### config.mk
export PLATFORM = sky130hd
export DESIGN_NAME = rf_writeback_queue_flat
export DESIGN_NICKNAME = d
export VERILOG_FILES = /design/src/rtl/rf_writeback_queue_if.sv /design/src/rtl/rf_writeback_queue.sv /design/src/flat_wrapper.sv
export SDC_FILE = /design/constraint.sdc
export NUM_CORES = 1
export LEC_CHECK = 0
export ABC_CLOCK_PERIOD_IN_PS = 4500
export CORE_MARGIN = 2
export CORE_UTILIZATION = 53
export CTS_BUF_LIST = sky130_fd_sc_hd__clkbuf_8
export CTS_CLUSTER_SIZE = 12
export DETAILED_ROUTE_END_ITERATION = 10
export PLACE_DENSITY = 0.84
export SLEW_MARGIN = 30
export SYNTH_ARGS = -nofsm -noshare
export SYNTH_HDL_FRONTEND = slang
export SYNTH_SLANG_ARGS = --single-unit
export TNS_END_PERCENT = 50
### constraint.sdc
create_clock -name clk -period 4.5 [get_ports clk]
set_input_delay 0.9 -clock clk [delete_from_list [all_inputs] [get_ports clk]]
set_output_delay 0.9 -clock clk [all_outputs]
set_load 0.02 [all_outputs]
### src/rtl/rf_writeback_queue_if.sv
// Writeback handshake bundle: execute-side result input and
// register-file write port output.
interface rf_writeback_queue_if #(
  parameter int XLEN = 64,
  parameter int XWDT = 6
);
  logic            in_valid;
  logic            in_ready;
  logic [XWDT-1:0] in_idx;
  logic [XLEN-1:0] in_data;
  logic [1:0]      in_size;
  logic [2:0]      in_pos;

  logic            wr_en;
  logic [XWDT-1:0] wr_idx;
  logic [XLEN-1:0] wr_data;
  logic [1:0]      wr_size;
  logic [2:0]      wr_pos;

  modport master (
    output in_valid, in_idx, in_data, in_size, in_pos,
    input  in_ready,
    input  wr_en, wr_idx, wr_data, wr_size, wr_pos
  );

  modport slave (
    input  in_valid, in_idx, in_data, in_size, in_pos,
    output in_ready,
    output wr_en, wr_idx, wr_data, wr_size, wr_pos
  );
endinterface

### src/rtl/rf_writeback_queue.sv
// In-order writeback FIFO feeding one register-file write port,
// with per-register pending-write hazard queries.
module rf_writeback_queue #(
  parameter int XLEN  = 64,
  parameter int XWDT  = 6,
  parameter int DEPTH = 4,
  parameter int NQ    = 3
) (
  input  logic                    clk,
  input  logic                    rst,
  rf_writeback_queue_if.slave     wb,
  input  logic                    stall,
  input  logic                    flush,
  input  logic [NQ*XWDT-1:0]      q_idx,
  output logic [NQ-1:0]           q_busy,
  output logic [$clog2(DEPTH):0]  count,
  output logic                    err
);

  localparam int AW = $clog2(DEPTH);
  localparam int CW = AW + 1;

  typedef struct packed {
    logic [XWDT-1:0] idx;
    logic [XLEN-1:0] data;
    logic [1:0]      size;
    logic [2:0]      pos;
  } wb_t;

  wb_t             mem [DEPTH];
  logic [DEPTH-1:0] vld;
  logic [AW-1:0]   rd_ptr;
  logic [AW-1:0]   wr_ptr;
  logic [CW-1:0]   cnt_q;
  wb_t             out_q;
  logic            wr_en_q;
  logic            err_q;

  wb_t  in_ent;
  logic fire;
  logic legal;
  logic load;
  logic pop;
  logic bypass;
  logic enq;

  function automatic logic [XLEN-1:0] lane_mask(
    input logic [1:0] size
  );
    logic [XLEN-1:0] m;
    m = '0;
    for (int b = 0; b < XLEN; b++)
      if (b < (8 << size)) m[b] = 1'b1;
    return m;
  endfunction

  assign wb.in_ready = (cnt_q != CW'(DEPTH)) & !flush;
  assign fire  = wb.in_valid & wb.in_ready;
  assign legal = {1'b0, wb.in_pos} < (4'd8 >> wb.in_size);

  // The output slot may be refilled when empty or when its
  // write commits this edge, even while the rf is stalled.
  assign load   = !wr_en_q | !stall;
  assign pop    = load & (cnt_q != '0);
  assign bypass = load & (cnt_q == '0) & fire & legal;
  assign enq    = fire & legal & !bypass;

  always_comb begin
    in_ent      = '0;
    in_ent.idx  = wb.in_idx;
    in_ent.data = wb.in_data & lane_mask(wb.in_size);
    in_ent.size = wb.in_size;
    in_ent.pos  = wb.in_pos;
  end

  always_ff @(posedge clk) begin
    if (enq) mem[wr_ptr] <= in_ent;
  end

  always_ff @(posedge clk) begin
    if (rst) begin
      rd_ptr  <= '0;
      wr_ptr  <= '0;
      cnt_q   <= '0;
      vld     <= '0;
      out_q   <= '0;
      wr_en_q <= 1'b0;
      err_q   <= 1'b0;
    end else if (flush) begin
      rd_ptr  <= '0;
      wr_ptr  <= '0;
      cnt_q   <= '0;
      vld     <= '0;
      wr_en_q <= 1'b0;
      err_q   <= 1'b0;
    end else begin
      err_q <= fire & !legal;
      if (enq) begin
        vld[wr_ptr] <= 1'b1;
        wr_ptr      <= wr_ptr + AW'(1);
      end
      if (pop) begin
        vld[rd_ptr] <= 1'b0;
        rd_ptr      <= rd_ptr + AW'(1);
      end
      cnt_q <= cnt_q + CW'(enq) - CW'(pop);
      if (load) begin
        wr_en_q <= pop | bypass;
        if (pop)
          out_q <= mem[rd_ptr];
        else if (bypass)
          out_q <= in_ent;
      end
    end
  end

  always_comb begin
    logic [XWDT-1:0] qi;
    qi     = '0;
    q_busy = '0;
    for (int i = 0; i < NQ; i++) begin
      qi = q_idx[i*XWDT +: XWDT];
      if (wr_en_q && out_q.idx == qi)
        q_busy[i] = 1'b1;
      for (int j = 0; j < DEPTH; j++)
        if (vld[j] && mem[j].idx == qi)
          q_busy[i] = 1'b1;
    end
  end

  assign wb.wr_en   = wr_en_q;
  assign wb.wr_idx  = out_q.idx;
  assign wb.wr_data = out_q.data;
  assign wb.wr_size = out_q.size;
  assign wb.wr_pos  = out_q.pos;
  assign count      = cnt_q;
  assign err        = err_q;

endmodule
### src/flat_wrapper.sv
// flat-port wrapper written by rule: the top's interface ports become plain ports
module rf_writeback_queue_flat 
#(
  parameter int XLEN  = 64,
  parameter int XWDT  = 6,
  parameter int DEPTH = 4,
  parameter int NQ    = 3
)
  (clk, rst, stall, flush, q_idx, q_busy, count, err, wb_in_valid, wb_in_idx, wb_in_data, wb_in_size, wb_in_pos, wb_in_ready, wb_wr_en, wb_wr_idx, wb_wr_data, wb_wr_size, wb_wr_pos);
  rf_writeback_queue_if #(.XLEN(XLEN), .XWDT(XWDT)) wb_i ();
  input  logic clk;
  input  logic rst;
  input  logic stall;
  input  logic flush;
  input  logic [NQ*XWDT-1:0] q_idx;
  output logic [NQ-1:0] q_busy;
  output logic [$clog2(DEPTH):0] count;
  output logic err;
  input wire logic [$bits(wb_i.in_valid)-1:0] wb_in_valid;
  input wire logic [$bits(wb_i.in_idx)-1:0] wb_in_idx;
  input wire logic [$bits(wb_i.in_data)-1:0] wb_in_data;
  input wire logic [$bits(wb_i.in_size)-1:0] wb_in_size;
  input wire logic [$bits(wb_i.in_pos)-1:0] wb_in_pos;
  output wire logic [$bits(wb_i.in_ready)-1:0] wb_in_ready;
  output wire logic [$bits(wb_i.wr_en)-1:0] wb_wr_en;
  output wire logic [$bits(wb_i.wr_idx)-1:0] wb_wr_idx;
  output wire logic [$bits(wb_i.wr_data)-1:0] wb_wr_data;
  output wire logic [$bits(wb_i.wr_size)-1:0] wb_wr_size;
  output wire logic [$bits(wb_i.wr_pos)-1:0] wb_wr_pos;
  assign wb_i.in_valid = wb_in_valid;
  assign wb_i.in_idx = wb_in_idx;
  assign wb_i.in_data = wb_in_data;
  assign wb_i.in_size = wb_in_size;
  assign wb_i.in_pos = wb_in_pos;
  assign wb_in_ready = wb_i.in_ready;
  assign wb_wr_en = wb_i.wr_en;
  assign wb_wr_idx = wb_i.wr_idx;
  assign wb_wr_data = wb_i.wr_data;
  assign wb_wr_size = wb_i.wr_size;
  assign wb_wr_pos = wb_i.wr_pos;
  rf_writeback_queue #(.XLEN(XLEN), .XWDT(XWDT), .DEPTH(DEPTH), .NQ(NQ)) u_core (.clk(clk), .rst(rst), .wb(wb_i), .stall(stall), .flush(flush), .q_idx(q_idx), .q_busy(q_busy), .count(count), .err(err));
endmodule
Word level (Yosys, flattened, before mapping). Memories as Yosys holds them, arrays and structs flattened. A register that Yosys moved wholly into a read port is not among the register bits. Cells that the tools add are included.

Flip-flop bits (word level): 88. Memory bits (writable): 300. Word-level logic and storage cells: 238. Memories kept: 1.

Memory list: u_core.mem (words 4, bits a word 75, read ports 5, clocked after memory_dff 1, wr ports 1, line rf_writeback_queue.sv:30) `wb_t mem [DEPTH];`.

Add/sub/neg operators: 4. $lt $le $gt $ge: 69. Eq/ne operators: 16. Shifts and indexed selects: 2. Multiplexer cells: 93. Bitwise operators: 16. Reduce and logical (&&, ||, !) cells: 27.

Operator list (number): less-than comparator 7 x 32 -> 1 bit, first input constant (32); less-than comparator 6 x 32 -> 1 bit, first input constant (16); less-than comparator 5 x 32 -> 1 bit, first input constant (8); two-way mux 75 bit (2); less-than comparator 4 x 32 -> 1 bit, first input constant (4); == test 6 bit (15); two-way mux 1 bit (83); AND 64 bit (1); less-than comparator 3 x 32 -> 1 bit, first input constant (2); less-than comparator 1 x 32 -> 1 bit, first input constant (1); less-than comparator 2 x 32 -> 1 bit, first input constant (1); left shift 4 x 2 -> 32 bit, first input constant (1); logical AND 1 bit (17); two-way mux 4 bit (4); AND 1 bit (9); less-than comparator 2 x 3 -> 1 bit, second input constant (2); zero test 1 bit (5); adder 2 x 1 -> 2 bit, second input constant (2); AND 4 bit (1); demux 1 bit (select 2 bit) (2); greater-or-equal comparator 2 x 1 -> 1 bit, second input constant (2); less-than comparator 3 x 4 -> 1 bit (1); two-way mux 2 bit (2); inverter 4 bit (1); other kinds (12) (13).

Longest topological paths before layout. Gate-level depths: netlist of run 1.

Word-level depth: 12. Gate-level depth with buffers: 13. Gate-level depth less buffers: 11.

Least setup slack after synthesis of run 1. No wires, ideal clock.

Path type: in2reg. Start point: input port wb_in_size[0]. End point: memory u_core.mem[1][0] (netlist name), enable pin. Data arrival time: 4.089 ns. Data required time: 4.058 ns. Path slack: -0.031 ns. Stages on the path: 8. Path buffers: 2. Path through: buf_6 > clkbuf_1 > nand2b_1 > ha_1 > nor4b_1 > or3_4 > nor3b_2 > and2_1.

Word-level cells in the longest chain between the ends: 7. Elaborated cells between the ends (all ways): 8.

RTL lines: start: declaration (line flat_wrapper.sv:22) `input wire logic [$bits(wb_i.in_size)-1:0] wb_in_size;`; right shift 4 x 2 -> 4 bit * (line rf_writeback_queue.sv:59) `assign legal = {1'b0, wb.in_pos} < (4'd8 >> wb.in_size);`; less-than comparator 3 x 4 -> 1 bit * (line rf_writeback_queue.sv:59); AND 1 bit (line rf_writeback_queue.sv:65) `assign bypass = load & (cnt_q == '0) & fire & legal;`; zero test 1 bit (line rf_writeback_queue.sv:66) `assign enq = fire & legal & !bypass;`; AND 1 bit * (line rf_writeback_queue.sv:66); two-way mux 1 bit * (line rf_writeback_queue.sv:77) `if (enq) mem[wr_ptr] <= in_ent;`; two-way mux 1 bit (implied by the code) * (line rf_writeback_queue.sv:77); end: declaration (line rf_writeback_queue.sv:30).

Mark *: on every way between the ends. The rest lies on a longest branch, timed or not.

Final worst setup path of run 1.
Start point: input port q_idx[13]. End point: output port q_busy[2].

Word-level cells in the longest chain between the ends: 7. Elaborated cells between the ends (all ways): 15.

RTL lines: start: declaration (line flat_wrapper.sv:15) `input logic [NQ*XWDT-1:0] q_idx;`; == test 6 bit (line rf_writeback_queue.sv:123) `if (wr_en_q && out_q.idx == qi)`; logical AND 1 bit (line rf_writeback_queue.sv:123); two-way mux 1 bit (line rf_writeback_queue.sv:123); two-way mux 1 bit (3 in a row) (line rf_writeback_queue.sv:126) `if (vld[j] && mem[j].idx == qi)`; two-way mux 1 bit * (line rf_writeback_queue.sv:126); end: declaration (line flat_wrapper.sv:16) `output logic [NQ-1:0] q_busy;`.

Marks and branches as above.

==> implementation parameters, run 1 <==
Parameter                              Value

Route
  Total number of vias ... roughly 10,000
  DR DRC count ... 0
  Antenna violation net count after detailed routing ... 0
  WL per Instance ... approximately 23 um
  Final wirelength ... 38,300 um
  DRT iter0 DRCs ... 808
  TritonRoute pass-1 iters ... 5
  Vias per cell ... between 5 and 6

Placement
  Sum of net half-perimeters after detailed placement ... 23,420 um
  Routability congestion estimate from global placement ... 0.8759
  Area after DPL ... 18,780 um2
  Instance count after placement with tap cells included ... 1,591
  Worst slack after detailed placement ... a little over 0.5 ns
  PortBufs ... 181

Clock network
  Cts repair resizes ... 0
  Clock tree from TritonCTS ... built
  Buffer levels on the longest clock path ... 3
  Clk root buf ... sky130_fd_sc_hd__clkbuf_8
  Depth of the CTS H-tree ... 2
  Number of sinks handled by clock tree synthesis ... 390
  Setup fix buffers added after clock tree synthesis ... 0
  Worst-skew pair later-pin latency ... 0.61 ns
  Total CTS buffers ... between 50 and 60
  Hold-fix buffer count after cts ... 0
  Clock transition time at the flip-flop clock pins of the worst setup and hold paths ... 0.06 ns

Cells and area
  Layout-stage area growth over the synthesis result ... 20.56%
  Util after Layout ... 65.28%
  Fin nets ... 1,365
  Fillcell total ... 2,143
  Post-Layout Cell Count ... 1,702
  Share of layout cells above drive strength 1 ... 16.63%
  Final instance area ... 20,120 um2

Floorplan
  DIE HEIGHT ... roughly 180 um
  Row Count ... 64
  Total I/O pin count ... 182
  Core region area ... a little over 30,000 um2
  Starting density of the core ... 54.14%
  Horizontal die dimension ... 181.5 um
  Die Outline Area ... 32,930 um2

STA
  Fraction of the cycle the final worst path needs ... 88.80%
  Pins Over Slew Limit ... 0
  Unrepaired setup endpoints after global routing ... no
  Post-layout worst setup margin ... 0.5038 ns
  WHS ... approximately 0.5 ns
  Accumulated negative setup slack ... 0 ns
  Layout Skew ... 0.03282 ns
  Max Clk Rate ... 0.2502 GHz
  Final critical-path required period ... 3.996 ns
  Count of final hold-check violations ... 0
  Worst Tran Pin Value ... 0.9685 ns
  Number of endpoints failing setup at the final stage ... 0
  Headroom to the max-slew limit ... 35.44%

Synthesis
  Post-synthesis sequential area ratio ... 64.76%
  Proportion of netlist area held by the largest area contributor ... 53.97%
  Top cell types by occurrence after synthesis ... 300 x sky130_fd_sc_hd__edfxtp_1, 90 x sky130_fd_sc_hd__dfxtp_1, 76 x sky130_fd_sc_hd__and2_1
  Ys async rst share ... 0%
  Dominant cell by count in the synthesized netlist ... sky130_fd_sc_hd__edfxtp_1
  Cell types with the largest area share after synthesis ... sky130_fd_sc_hd__edfxtp_1 54%, sky130_fd_sc_hd__dfxtp_1 11%, sky130_fd_sc_hd__mux4_2 10%
  Top FF cell, synth ... sky130_fd_sc_hd__edfxtp_1
  Count of cell types in the netlist ... 40
  Mapped Avg Cell Area ... 15.41 um2
  Gate Count Post-Synth ... 1,083
  Synth warnings ... 0
  Number of flops mapped to enable cells by yosys ... 300
  Mapped cell area ... 16,690 um2
  Flip-flop and latch count after synthesis ... 390
  Post-synth top area cell ... sky130_fd_sc_hd__edfxtp_1
  Synthesized net count ... 1,193

Flow run
  Number of max-cap violations ... 0

Worst hold path
  Hold Path Sink ... u_core.wb.wr_data[4]
  Instance count along the most critical hold path ... 2
  HP Class ... flop to flop
  Worst Hold Launch ... u_core.wb.wr_data[4]

Global routing
  Wire length of the first global-routing pass ... 60,020 um
  Overflow left after global routing ... 0
  Initial antenna violation count ... 2
  All-layer global routing usage ... 23.60%
  Vias in the first global route ... 10,530
  Maximum number of pins on one net before global-route repair ... slightly above 80

Critical path
  Crit Reg-Reg Endpoint ... u_core.wb.wr_idx[3]
  Critical path's largest stage delay ... ~0.64 ns
  Crit Path Max Fanout ... 5
  Worst EP required ... around 3.6 ns
  Class of the most critical setup path ... primary input to primary output
  Slack of the worst reg-to-reg path ... 1.75 ns
  Startpoint type of the worst setup path ... primary input
  Launch point of the critical path ... q_idx[13]
  CP Cell Sequence ... clkdlybuf4s50_1 -> xnor2_1 -> nand4_1 -> or4_1 -> o41ai_1 -> or4_1 -> clkdlybuf4s50_1
  RR Startpoint ... u_core.count[1]
  Type of destination of the critical path ... primary output
  Cell at the slowest stage of the critical path ... sky130_fd_sc_hd__clkdlybuf4s50_1
  Data arrival time of the worst path ... 3.10 ns
  Cells on worst reg2reg path ... 7

Power and ir drop
  Reported leakage power ... 6.770 nW
  Final Total Pwr ... 11.20 mW
  Highest ir drop seen on vdd ... 0.4089 mV
  Power per cell area ... 556.8 nW/um2

Status
  Run status ... finished clean
sequential cells by signal (all words and copies together), names as in the netlist, named ones only:
register,flops
u_core.count,3
u_core.vld,4
u_core.wr_ptr,2
u_core.wb.wr_en,1
u_core.wb.wr_data,64
u_core.rd_ptr,2
u_core.wb.wr_size,2
u_core.wb.wr_idx,6
u_core.err,1
u_core.mem,300
u_core.wb.wr_pos,3
how the worst max path moves through the flow:
stage | end | slack (ns) | cells after the start
after floorplan | u_core.mem[2][0] | -0.03 | 8
after global placement | q_busy[1] | 0.52 | 7
after detailed placement | q_busy[2] | 0.51 | 7
after CTS | q_busy[2] | 0.51 | 7
after global routing | q_busy[2] | 0.42 | 7
final | q_busy[2] | 0.50 | 7
per-layer routing:
metal  routed length, um  vias to the layer above  global-route usage, %  share of wire, %
li1                    -                     4449                      -                 -
met1               16400                     5051                  32.28                43
met2               18610                      389                  38.82                49
met3                2369                       75                  4.533               6.2
met4                 908                        2                  7.024               2.4
met5                  13                        -                      0             0.034
cells in the final DEF, fill, tap and decap left out, types with 14 or more instances in the layout:
cell type | Yosys | final
sky130_fd_sc_hd__xor2_1 | 46 | 46
sky130_fd_sc_hd__nor2b_1 | 65 | 65
sky130_fd_sc_hd__edfxtp_1 | 300 | 300
sky130_fd_sc_hd__xnor2_1 | 48 | 48
sky130_fd_sc_hd__nand4_1 | 15 | 15
sky130_fd_sc_hd__nor3_1 | 58 | 58
sky130_fd_sc_hd__inv_1 | 8 | 19
sky130_fd_sc_hd__dfxtp_1 | 90 | 88
sky130_fd_sc_hd__mux2_2 | 19 | 19
sky130_fd_sc_hd__buf_4 | 5 | 14
sky130_fd_sc_hd__mux4_2 | 75 | 75
sky130_fd_sc_hd__a211oi_1 | 57 | 57
sky130_fd_sc_hd__clkdlybuf4s50_1 | 0 | 179
sky130_fd_sc_hd__and2_1 | 76 | 72
sky130_fd_sc_hd__clkbuf_8 | 0 | 67
sky130_fd_sc_hd__and3_1 | 32 | 32
sky130_fd_sc_hd__nor2_1 | 28 | 28
sky130_fd_sc_hd__mux2i_1 | 20 | 20
cells by family (layout without fill, tap and decap cells):
family,after synthesis,in the layout,share of synthesized area [%]
adder cells (fa/ha/maj),12,12,0.9444
AO/OA/AOI/OAI,75,75,3.403
AND/OR/NAND/NOR,300,300,10.52
other,0,1,0
buffers and inverters,98,320,2.833
XOR/XNOR,94,94,4.932
multiplexers,114,114,12.60
flip-flops,390,390,64.76
worst max-delay path, delay by kind of cell:
family | cells | cell delay, ns
buf+inv | 2 | 1.27
simple gates | 3 | 0.68
xor+xnor | 1 | 0.18
compound gates | 1 | 0.07
final cells by class:
cell class / count / area (um2) / share of cell area (%)
Timing Repair Buffer: 201 / 2018 / 10.03
Clock inverter: 43 / 414.1 / 2.058
Clock buffer: 67 / 922.1 / 4.582
Sequential cell: 390 / 10820 / 53.76
Multi-Input combinational cell: 595 / 5420 / 26.93
Tap cell: 396 / 495.5 / 2.462
Antenna cell: 1 / 2.502 / 0.01243
Inverter: 9 / 33.78 / 0.1679
report_power, final:
part,switching (mW),internal (mW)
clock network,1.38,1.84
registers,0.313,4.26
logic,1.79,1.62
No activity file was read; power rests on OpenSTA's default activity.
==> inputs of run 2 (changes only) <==
--- a/config.mk
+++ b/config.mk
@@ -11,7 +11,7 @@
 export CTS_BUF_LIST = sky130_fd_sc_hd__clkbuf_8
 export CTS_CLUSTER_SIZE = 12
 export DETAILED_ROUTE_END_ITERATION = 10
-export PLACE_DENSITY = 0.84
+export PLACE_DENSITY_LB_ADDON = 0.12
 export SLEW_MARGIN = 30
 export SYNTH_ARGS = -nofsm -noshare
 export SYNTH_HDL_FRONTEND = slang
==> run 2 against run 1 <==
  * Hold slack worse by 0.00083 ns
  * Die area unchanged
  * Clock skew down 0.019 ns
  * Register-to-register slack better by 0.28 ns
  * Setup slack worse by 0.033 ns
  * Core utilization down 0.34 points
  * Largest cell class unchanged
==> implementation parameters, run 2 (same netlist as run 1, synthesis figures left out) <==
Parameter                              Value

Critical path
  Type of destination of the critical path ... primary output
  Worst EP required ... 3.60 ns
  Crit Path Max Fanout ... 5
  CP Cell Sequence ... clkdlybuf4s50_1 -> xnor2_1 -> nand4_1 -> or4_1 -> o41ai_1 -> or4_1 -> clkdlybuf4s50_1
  Critical path's top delay family ... buffers and inverters
  Critical path's largest stage delay ... 0.64 ns
  Launch point of the critical path ... q_idx[3]
  Startpoint type of the worst setup path ... primary input
  Class of the most critical setup path ... primary input to primary output
  Cell at the slowest stage of the critical path ... sky130_fd_sc_hd__clkdlybuf4s50_1
  Data arrival time of the worst path ... between 3 and 4 ns
  Worst path bufs/invs ... 2

Clock network
  Number of sinks handled by clock tree synthesis ... 390
  Clk root buf ... sky130_fd_sc_hd__clkbuf_8
  Clock transition time at the flip-flop clock pins of the worst setup and hold paths ... 0.06 ns
  Depth of the CTS H-tree ... 2
  Hold-fix buffer count after cts ... 0
  Cts repair resizes ... 0
  Setup fix buffers added after clock tree synthesis ... 0
  Worst-skew pair later-pin latency ... 0.59 ns
  Clock tree from TritonCTS ... built
  Buffer levels on the longest clock path ... 3
  Total CTS buffers ... 59

Cells and area
  Share of layout cells above drive strength 1 ... between 10% and 20%
  Util after Layout ... 64.94%
  Final instance area ... 20,020 um2
  Post-Layout Cell Count ... 1,703
  Antenna diodes ... 0
  Layout-stage area growth over the synthesis result ... 19.94%
  Fillcell total ... 2,271
  Fin nets ... roughly 1,400
  Flip-flop count of the largest register after layout ... 300
  Top library cells by usage in the layout, fill and taps aside ... 300 x sky130_fd_sc_hd__edfxtp_1, 179 x sky130_fd_sc_hd__clkdlybuf4s50_1, 88 x sky130_fd_sc_hd__dfxtp_1
  Most common cell after layout, fill and taps aside ... sky130_fd_sc_hd__edfxtp_1
  Biggest register ... u_core.mem

Global routing
  Initial antenna violation count ... 0
  Met3 GRT Util ... between 3 and 4%
  Wire length of the first global-routing pass ... approximately 58,000 um
  Routing usage on met2 ... between 30% and 40%
  Most heavily used metal layer in global routing ... met2
  Overflow left after global routing ... 0
  All-layer global routing usage ... 22.97%
  Met1 track demand over resource in global routing ... 31.35%
  Maximum number of pins on one net before global-route repair ... 82
  Vias in the first global route ... 10,180

Power and ir drop
  Final Total Pwr ... 10.81 mW
  Reported leakage power ... 6.774 nW
  Power per cell area ... 540.1 nW/um2
  Highest ir drop seen on vdd ... 0.4528 mV

Floorplan
  Horizontal die dimension ... 181.5 um
  Die Outline Area ... about 33,000 um2
  Starting density of the core ... approximately 54%
  Total I/O pin count ... between 150 and 200
  Core region area ... 30,830 um2
  Row Count ... 64
  DIE HEIGHT ... between 150 and 200 um

Placement
  PortBufs ... between 150 and 200
  Instance count after placement with tap cells included ... 1,591
  Routability congestion estimate from global placement ... 0.8715
  Worst slack after detailed placement ... roughly 0.47 ns
  Area after DPL ... about 19,000 um2
  Sum of net half-perimeters after detailed placement ... 21,950 um

STA
  WHS ... just under 0.5 ns
  Worst Tran Pin Value ... slightly below 0.9 ns
  Final critical-path required period ... 4.029 ns
  Layout Skew ... 0.01405 ns
  Pins Over Slew Limit ... 0
  Post-layout worst setup margin ... roughly 0.47 ns
  Unrepaired setup endpoints after global routing ... no
  Headroom to the max-slew limit ... 41.52%
  Accumulated negative setup slack ... 0 ns
  Fraction of the cycle the final worst path needs ... between 80% and 90%
  Count of final hold-check violations ... 0
  Max Clk Rate ... between 0.2 and 0.25 GHz
  Number of endpoints failing setup at the final stage ... 0

Route
  DRT iter0 DRCs ... 549
  WL per Instance ... 22.14 um
  Antenna violation net count after detailed routing ... 0
  TritonRoute pass-1 iters ... 5
  DR DRC count ... 0
  Total number of vias ... around 10,000
  Vias per cell ... 5.739
  Final wirelength ... 37,710 um

Status
  Run status ... finished clean

Worst hold path
  Worst Hold Launch ... u_core.wb.wr_data[4]
  HP Class ... flop to flop

Flow run
  Number of max-cap violations ... 0
[run 2: cell count changes in the layout (fill, tap and decap cells not counted), sizes merged]
cell,previous run,this run
inv,22,36
clkbuf,67,68
clkinv,19,12
bufinv,8,2
diode,1,0
[run 2: path summary, 6_finish.rpt]
kind | cells past startpoint | slack, ns | end
worst max register to register | 5 | 2.03 | u_core.wb.wr_data[2]
worst min-delay path | 2 | 0.49 | u_core.wb.wr_data[4]
worst max-delay path | 7 | 0.47 | q_busy[0]
worst min register to register | 2 | 0.49 | u_core.wb.wr_data[4]
[run 2: metal layers]
| metal | wire length (um) | up-vias |
|---|---|---|
| met3 | 1890 | 54 |
| met5 | 0 | - |
| met1 | 16710 | 4974 |
| li1 | - | 4448 |
| met4 | 685 | 0 |
| met2 | 18420 | 298 |
[run 2: worst register-to-register path, cell delays in order (launching register included)]
cell                      delay [ns]
sky130_fd_sc_hd__dfxtp_4        0.81
sky130_fd_sc_hd__buf_4          0.49
sky130_fd_sc_hd__mux4_2         0.57
sky130_fd_sc_hd__mux2_2         0.30
sky130_fd_sc_hd__mux2i_1        0.14
sky130_fd_sc_hd__nor2_1         0.05
[run 2: area by class of cell]
type	count	area, um2	share of cell area [%]
clock buffers	68	935.9	4.675
clock inverters	44	250.2	1.250
inverters	9	33.78	0.1687
multi-input cells	595	5420	27.07
flip-flops and latches	390	10820	54.03
well taps	396	495.5	2.475
repair buffers	201	2067	10.32
[run 2: report_power, final]
part           total [mW]  leakage [nW]  switching, mW  internal, mW
sequential           4.59          3.47          0.328          4.26
combinational        3.39          2.60           1.74          1.65
clock                2.84         0.699           1.33          1.50
total                10.8          6.77           3.40          7.41
